## src/rtl/uart_pkg.sv

```systemverilog
// Shared UART definitions: FSM state encoding, field widths and the default
// baud divisor, common to transmitter and receiver.
package uart_pkg;

    localparam int unsigned CNT_W  = 13;
    localparam int unsigned DATA_W = 8;
    localparam int unsigned IDX_W  = 3;

    // 50 MHz system clock / 9600 baud
    localparam logic [CNT_W-1:0] BPS_DEFAULT = 13'd5208;

    typedef enum logic [1:0] {
        IDLE  = 2'd0,
        START = 2'd1,
        DATA  = 2'd2,
        STOP  = 2'd3
    } uart_state_e;

endpackage

```

## src/rtl/uart_tx_baud.sv

```systemverilog
// Bit-period counter: runs 0..BPS_CNT-1 while enabled, held at 0 otherwise.
module uart_tx_baud
    import uart_pkg::*;
#(
    parameter logic [12:0] BPS_CNT = BPS_DEFAULT
) (
    input  logic clk,
    input  logic rst_n,
    input  logic en,
    output logic bit_end
);

    logic [CNT_W-1:0] count;

    // Decoded from the count register only; count idles at 0 and BPS_CNT >= 2,
    // so bit_end can never assert while disabled.
    assign bit_end = (count == BPS_CNT - 13'd1);

    always_ff @(posedge clk or negedge rst_n) begin
        if (!rst_n) begin
            count <= '0;
        end else if (!en || bit_end) begin
            count <= '0;
        end else begin
            count <= count + 13'd1;
        end
    end

endmodule

```

## src/rtl/uart_tx.sv

```systemverilog
// 8N1 UART transmitter: start bit, 8 data bits LSB first, stop bit, with
// busy/done handshake and fully registered outputs.
module uart_tx
    import uart_pkg::*;
#(
    parameter logic [12:0] BPS_CNT = BPS_DEFAULT
) (
    input  logic       clk,
    input  logic       rst_n,
    input  logic       tx_start,
    input  logic [7:0] tx_data,
    output logic       tx,
    output logic       tx_busy,
    output logic       tx_done
);

    uart_state_e       state;
    logic [DATA_W-1:0] shift;
    logic [IDX_W-1:0]  idx;
    logic              bit_end;
    logic              baud_en;

    // Counter runs in every state except IDLE, so it starts from 0 on the
    // first cycle of the start bit.
    assign baud_en = (state != IDLE);

    uart_tx_baud #(
        .BPS_CNT (BPS_CNT)
    ) u_baud (
        .clk     (clk),
        .rst_n   (rst_n),
        .en      (baud_en),
        .bit_end (bit_end)
    );

    always_ff @(posedge clk or negedge rst_n) begin
        if (!rst_n) begin
            state   <= IDLE;
            shift   <= '0;
            idx     <= '0;
            tx      <= 1'b1;
            tx_busy <= 1'b0;
            tx_done <= 1'b0;
        end else begin
            tx_done <= 1'b0;
            case (state)
                IDLE: begin
                    if (tx_start) begin
                        shift   <= tx_data;
                        idx     <= '0;
                        tx      <= 1'b0;
                        tx_busy <= 1'b1;
                        state   <= START;
                    end
                end
                START: begin
                    if (bit_end) begin
                        tx    <= shift[0];
                        state <= DATA;
                    end
                end
                DATA: begin
                    // tx presents the next bit while the register shifts under it
                    if (bit_end) begin
                        shift <= shift >> 1;
                        idx   <= idx + 3'd1;
                        if (idx == 3'd7) begin
                            tx    <= 1'b1;
                            state <= STOP;
                        end else begin
                            tx <= shift[1];
                        end
                    end
                end
                STOP: begin
                    if (bit_end) begin
                        tx_done <= 1'b1;
                        tx_busy <= 1'b0;
                        state   <= IDLE;
                    end
                end
                default: state <= IDLE;
            endcase
        end
    end

endmodule

```

## config.mk

```make
export PLATFORM = sky130hd
export DESIGN_NAME = uart_tx
export DESIGN_NICKNAME = d
export VERILOG_FILES = /design/src/rtl/uart_pkg.sv /design/src/rtl/uart_tx_baud.sv /design/src/rtl/uart_tx.sv
export SDC_FILE = /design/constraint.sdc
export NUM_CORES = 1
export LEC_CHECK = 0
export CAP_MARGIN = 20
export CORE_MARGIN = 3
export CORE_UTILIZATION = 55
export CTS_CLUSTER_DIAMETER = 60
export DETAILED_ROUTE_END_ITERATION = 8
export PLACE_DENSITY = 0.75
export RECOVER_POWER = 50
export SYNTH_ARGS = -nofsm -noshare
export SYNTH_HDL_FRONTEND = slang
export SYNTH_HIERARCHICAL = 1
export SYNTH_SLANG_ARGS = --single-unit
```

## constraint.sdc

```tcl
create_clock -name clk -period 2.65 [get_ports clk]
set_input_delay 0.6625 -clock clk [delete_from_list [all_inputs] [get_ports clk]]
set_output_delay 0.6625 -clock clk [all_outputs]
set_load 0.01 [all_outputs]
```

* After elaboration in Yosys (flattened, before gate mapping) *
Cells that the tools add are included.

storage, ports and cells
  flip-flop bits (word level) = 29
  latch bits = 0
  bits in writable memories = 0
  memory bits (read-only) = 0
  bits of input ports = 11
  output and inout bits = 3
  logic and storage cells = 53
  memories kept = 0

cells by class
  add/subtract/negate cells = 2
  multiply operators = 0
  div/mod/pow operators = 0
  order comparisons = 0
  eq/ne operators = 10
  shift operators = 0
  muxes and demuxes = 23
  bitwise logic cells = 0
  reduce and logical (&&, ||, !) cells = 11

operator list
  cell                   number
  $mux 8                 2
  $pmux 8 s2             1
  $add 13x1->13 const B  1
  $eq 13x13->1 const B   1
  $mux 13                1
  $mux 2                 5
  $mux 1                 8
  $pmux 2 s4             1
  $mux 3                 2
  $ne 2x1->1 const B     3
  $pmux 3 s2             1
  $reduce_and 3->1       2
  $reduce_bool 2->1      3
  $reduce_and 5->1       1
  $eq 2x2->1 const B     2
  $ne 2x2->1 const B     2
  $reduce_and 4->1       1
  $add 3x1->3 const B    1
  $eq 3x3->1 const B     1
  $pmux 1 s3             1
  $reduce_bool 3->1      1
  $eq 2x1->1 const B     1
  $logic_not 2->1        1
  $pmux 1 s2             1
  2 further kinds        2

* Longest topological paths before layout *
  word-level depth = 4
  mapped depth = 7
  mapped depth without buffers = 6

* Modules after synthesis *
The synthesis kept the hierarchy.

by module, submodules not included
  module        instances  cells each  area an instance (µm²)  seq. area each (µm²)
  uart_tx       1          85          963.4                   401.6
  uart_tx_baud  1          69          698.2                   325.3

* Least setup slack after synthesis *
Ideal clock, no wire load.

  path type = reg2reg
  start = register u_baud.count[7]
  end = register state[1]
  library setup time = 0.125 ns
  arrival = 1.953 ns
  data required time = 2.525 ns
  slack = 0.572 ns
  cell stages (with the launch flop) = 7
  path buffers = 1
  period minus slack after synthesis = 2.078 ns
  cell sequence = dfrtp_1 > nor4b_1 > and4_1 > clkbuf_2 > o21ba_2 > a2111o_1 > mux2_4

on the way
  word-level cells in the longest chain between the ends = 3
  elaborated cells on any way between the ends = 5
  those cells by class = eq/ne (4); reduce/logical (1)

RTL lines
  element                         line                RTL
  start: declaration              uart_tx_baud.sv:13  logic [CNT_W-1:0] count;
  start signal: assignment        uart_tx_baud.sv:25  count <= count + 13'd1;
  $eq 13x13->1 (*)                uart_tx_baud.sv:17  assign bit_end = (count == BPS_CNT - 13'd1);
  net bit_end                     uart_tx.sv:20       logic bit_end;
  $ne 2x1->1 (no line)            --
  $reduce_and 5->1 (no line) (*)  --
  end signal: assignment          uart_tx.sv:38       state <= IDLE;
  end signal: assignment          uart_tx.sv:53       state <= START;
  end signal: assignment          uart_tx.sv:59       state <= DATA;
  end: declaration                uart_tx.sv:17       uart_state_e state;

Mark *: on every way through the listed nets, which the timed path passes. The rest lies on a longest branch.
A chain may end at the register's enable or synchronous reset.

* Worst setup path in the final report *
Ends and elaborated chain as after synthesis.

==> qor.txt <==
DRC errors left = 0
RD Place Congestion = 0.782
Post-DP HPWL = 2.19 mm
Max layer used = met4
Worst path arrival time = 2530 ps
Layout area overhead = 11.2%
Async S/R FF share, synth = 100%
Dominant synthesized flop cell = dfrtp_1
Final period util = 87.4%
Synthesized area = 0.00166 mm^2
Wirelength, routed = 3.06 mm
Worst Setup SP = u_baud/count[7]
Setup Crit Path Kind = reg -> reg
Clock Tree Root = clkbuf_4
Vias = 1196
Final setup fails = 0
Port Buffer Count = 13
Synth Instances = 154
R2R setup slack = 330 ps
Initial antenna violation count = 0
Die area = 0.00372 mm^2
Worst setup EP type = register
Final #Nets = 188
1st-pass router iterations = 4
Clk_lat worst skew = 320 ps
Hold-fix buffers, CTS = 0
H-tree Lvls = 2
Tmin final = 2320 ps
Critical path's slowest cell = dfrtp_1
Pwr Total = 766 uW
Global-route wire length before repair = 5.13 mm
Cell type with the largest total area after synthesis = dfrtp_1
Post-synth top area share = 42.2%
Global-route usage over all layers = 18.7%
M1 wire length = 1.48 mm
Non-filler cells, final = 201
IO Count = 14
Placement Rows = 19
Slew @ Worst Pin = 1500 ps
Status = complete, no violations
Clk slew on worst S/H paths = 90 ps
Synth cell types = 45
TritonCTS Sinks = 29
Most common cell in the synthesized netlist = dfrtp_1
RSZ-0062 raised after global routing = no
Synth area leaders = dfrtp_1 42%, mux2_2 10%, ha_1 6.0%, a21oi_1 2.7%, nand3_1 2.4%
Largest net degree at the start of global routing = 30
Max clock buf depth = 2
Drt via density = 5.95
Post-synth EDFFs = 0
Hold WC Path Type = reg -> reg
Syn_nets = 173
Inst Count DP = 193
Ant diodes = 0
Crit-path max FO = 9
Met2 wire length = 1.43 mm
Reg2reg start = u_baud/count[7]
Vias in the first global route = 1178
Worst r2r path cells = 5
Post-CTS setup buffer count = 0
Top cells by count, synth = 28 x dfrtp_1, 15 x mux2_2, 9 x a21oi_1
Final Hold Viols = 0
Synth warn = 6
CP peak stage delay = 440 ps
Layout cell share with drive strength beyond 1 = 21.2%
CP Launch Type = register
Routed length on met3 = 115 um
Setup crit end = state[1]
Max-Cap Viols = 0
Worst R2R End = state[1]
Seq/Total Area, Yosys = 43.8%
Power Density = 414 mW/mm^2
DR WL/cell = 15.2 um
Core area = 0.00283 mm^2
Final setup TNS = 0 ps
Slew Limit Fails = 0
Slew headroom = 0.321%
Clock buffer count from CTS = 5
Antenna-violating nets left = 0
Die Wd = 61.0 um
CTS tree = done
Critical Path, Cell by Cell = nor4b_1 > and4_1 > o21ba_2 > a2111o_1 > mux2_4
Post-CTS resize count = 0
Clock skew = 7.63 ps
Chip Height = 61.0 um
Peak VDD IR = 0.248 mV
FF+latch count, synth = 29
LEAKAGE = 0.780 nW
Mean area per synthesized cell = 10.8 um^2
FMAX = 0.432 GHz
DRT iter0 DRCs = 48
Worst EP required = 2860 ps
Remaining Overflow, GRT = 0
Initial Util = 58.7%
-- cell type report --
cell class / instances / area, um^2
Multi-Input combinational cell: 110 / 852
Sequential cell: 29 / 727
Inverter: 8 / 30.0
Fill cell: 223 / 981
Tap cell: 31 / 38.8
Timing Repair Buffer: 15 / 141
Clock buffer: 8 / 58.8
-- how the worst min path moves through the flow --
stage	start	end	slack, ps	depth (start not counted)
floorplan	rst_n	idx[0]	370	0
global placement	u_baud/count[0]	u_baud/count[0]	470	1
detailed placement	u_baud/count[0]	u_baud/count[0]	490	1
CTS	u_baud/count[0]	u_baud/count[0]	510	1
global route	shift[2]	shift[2]	540	1
finish	u_baud/count[0]	u_baud/count[0]	510	1
-- routing by layer --
| metal | GRT usage, % | up-vias |
|---|---|---|
| li1 | - | 587 |
| met1 | 23.9 | 580 |
| met2 | 30.8 | 24 |
| met3 | 4.47 | 5 |
| met4 | 7.12 | 0 |
| met5 | 0 | - |
-- power breakdown --
group / leakage, nW / internal (mW) / switching [mW]
combinational: 0.387 / 0.0211 / 0.0139
sequential: 0.360 / 0.448 / 0.00279
clock: 0.0326 / 0.131 / 0.150
total: 0.780 / 0.600 / 0.166
-- per-stage QoR --
step           hold WS [ps]  util, %  setup slack, ps  area (um^2)
6_report                508     65.3              333         1850
5_1_grt                 538     65.3              167         1850
4_1_cts                 510     65.5              320         1850
3_5_place_dp            491     63.4              250         1790
3_3_place_gp            473     63.4              322         1790
2_1_floorplan           367        -              572         1660
-- cells in the final DEF (no fill, tap or decap), types with 2 or more instances in the layout --
| cell type | synthesis | final |
|---|---|---|
| a21oi_1 | 9 | 9 |
| a21oi_2 | 2 | 2 |
| and2_1 | 2 | 2 |
| clkbuf_1 | 1 | 3 |
| clkbuf_4 | 0 | 5 |
| clkdlybuf4s50_1 | 0 | 12 |
| dfrtp_1 | 28 | 28 |
| ha_1 | 8 | 8 |
| inv_1 | 8 | 8 |
| mux2_2 | 15 | 15 |
| mux2i_1 | 2 | 2 |
| nand2_1 | 7 | 7 |
| nand3_1 | 8 | 8 |
| nand4_1 | 2 | 2 |
| nor2_1 | 8 | 8 |
| nor2b_1 | 4 | 4 |
| o21ai_0 | 8 | 8 |
| o2bb2ai_1 | 2 | 2 |
| o31ai_1 | 4 | 4 |
| or3_1 | 2 | 2 |
| or3_2 | 2 | 2 |
| or4_1 | 2 | 2 |
| or4_4 | 2 | 2 |
| xor2_1 | 2 | 2 |
-- sequential cells by signal, summed over array words and instances, names as in the netlist --
register / count
idx: 3
shift: 8
state: 2
tx: 1
tx_busy: 1
tx_done: 1
u_baud/count: 13
-- worst max-delay path: cells and delay by family (launching register included) --
family | cells | cell delay (ps)
AO/OA/AOI/OAI | 2 | 610
flip-flops | 1 | 440
multiplexers | 1 | 310
AND/OR/NAND/NOR | 2 | 850
-- cell families (layout without fill, tap and decap cells) --
| logic type | count (synthesis) | count (layout) | share of synthesized area [%] |
|---|---|---|---|
| xor+xnor | 3 | 3 | 1.58 |
| simple gates | 49 | 49 | 18.3 |
| compound gates | 32 | 32 | 13.1 |
| mux | 18 | 18 | 12.3 |
| fa+ha+maj | 8 | 8 | 6.02 |
| flops | 29 | 29 | 43.8 |
| buf+inv | 15 | 31 | 4.97 |
(Power assumes the default switching activity.)
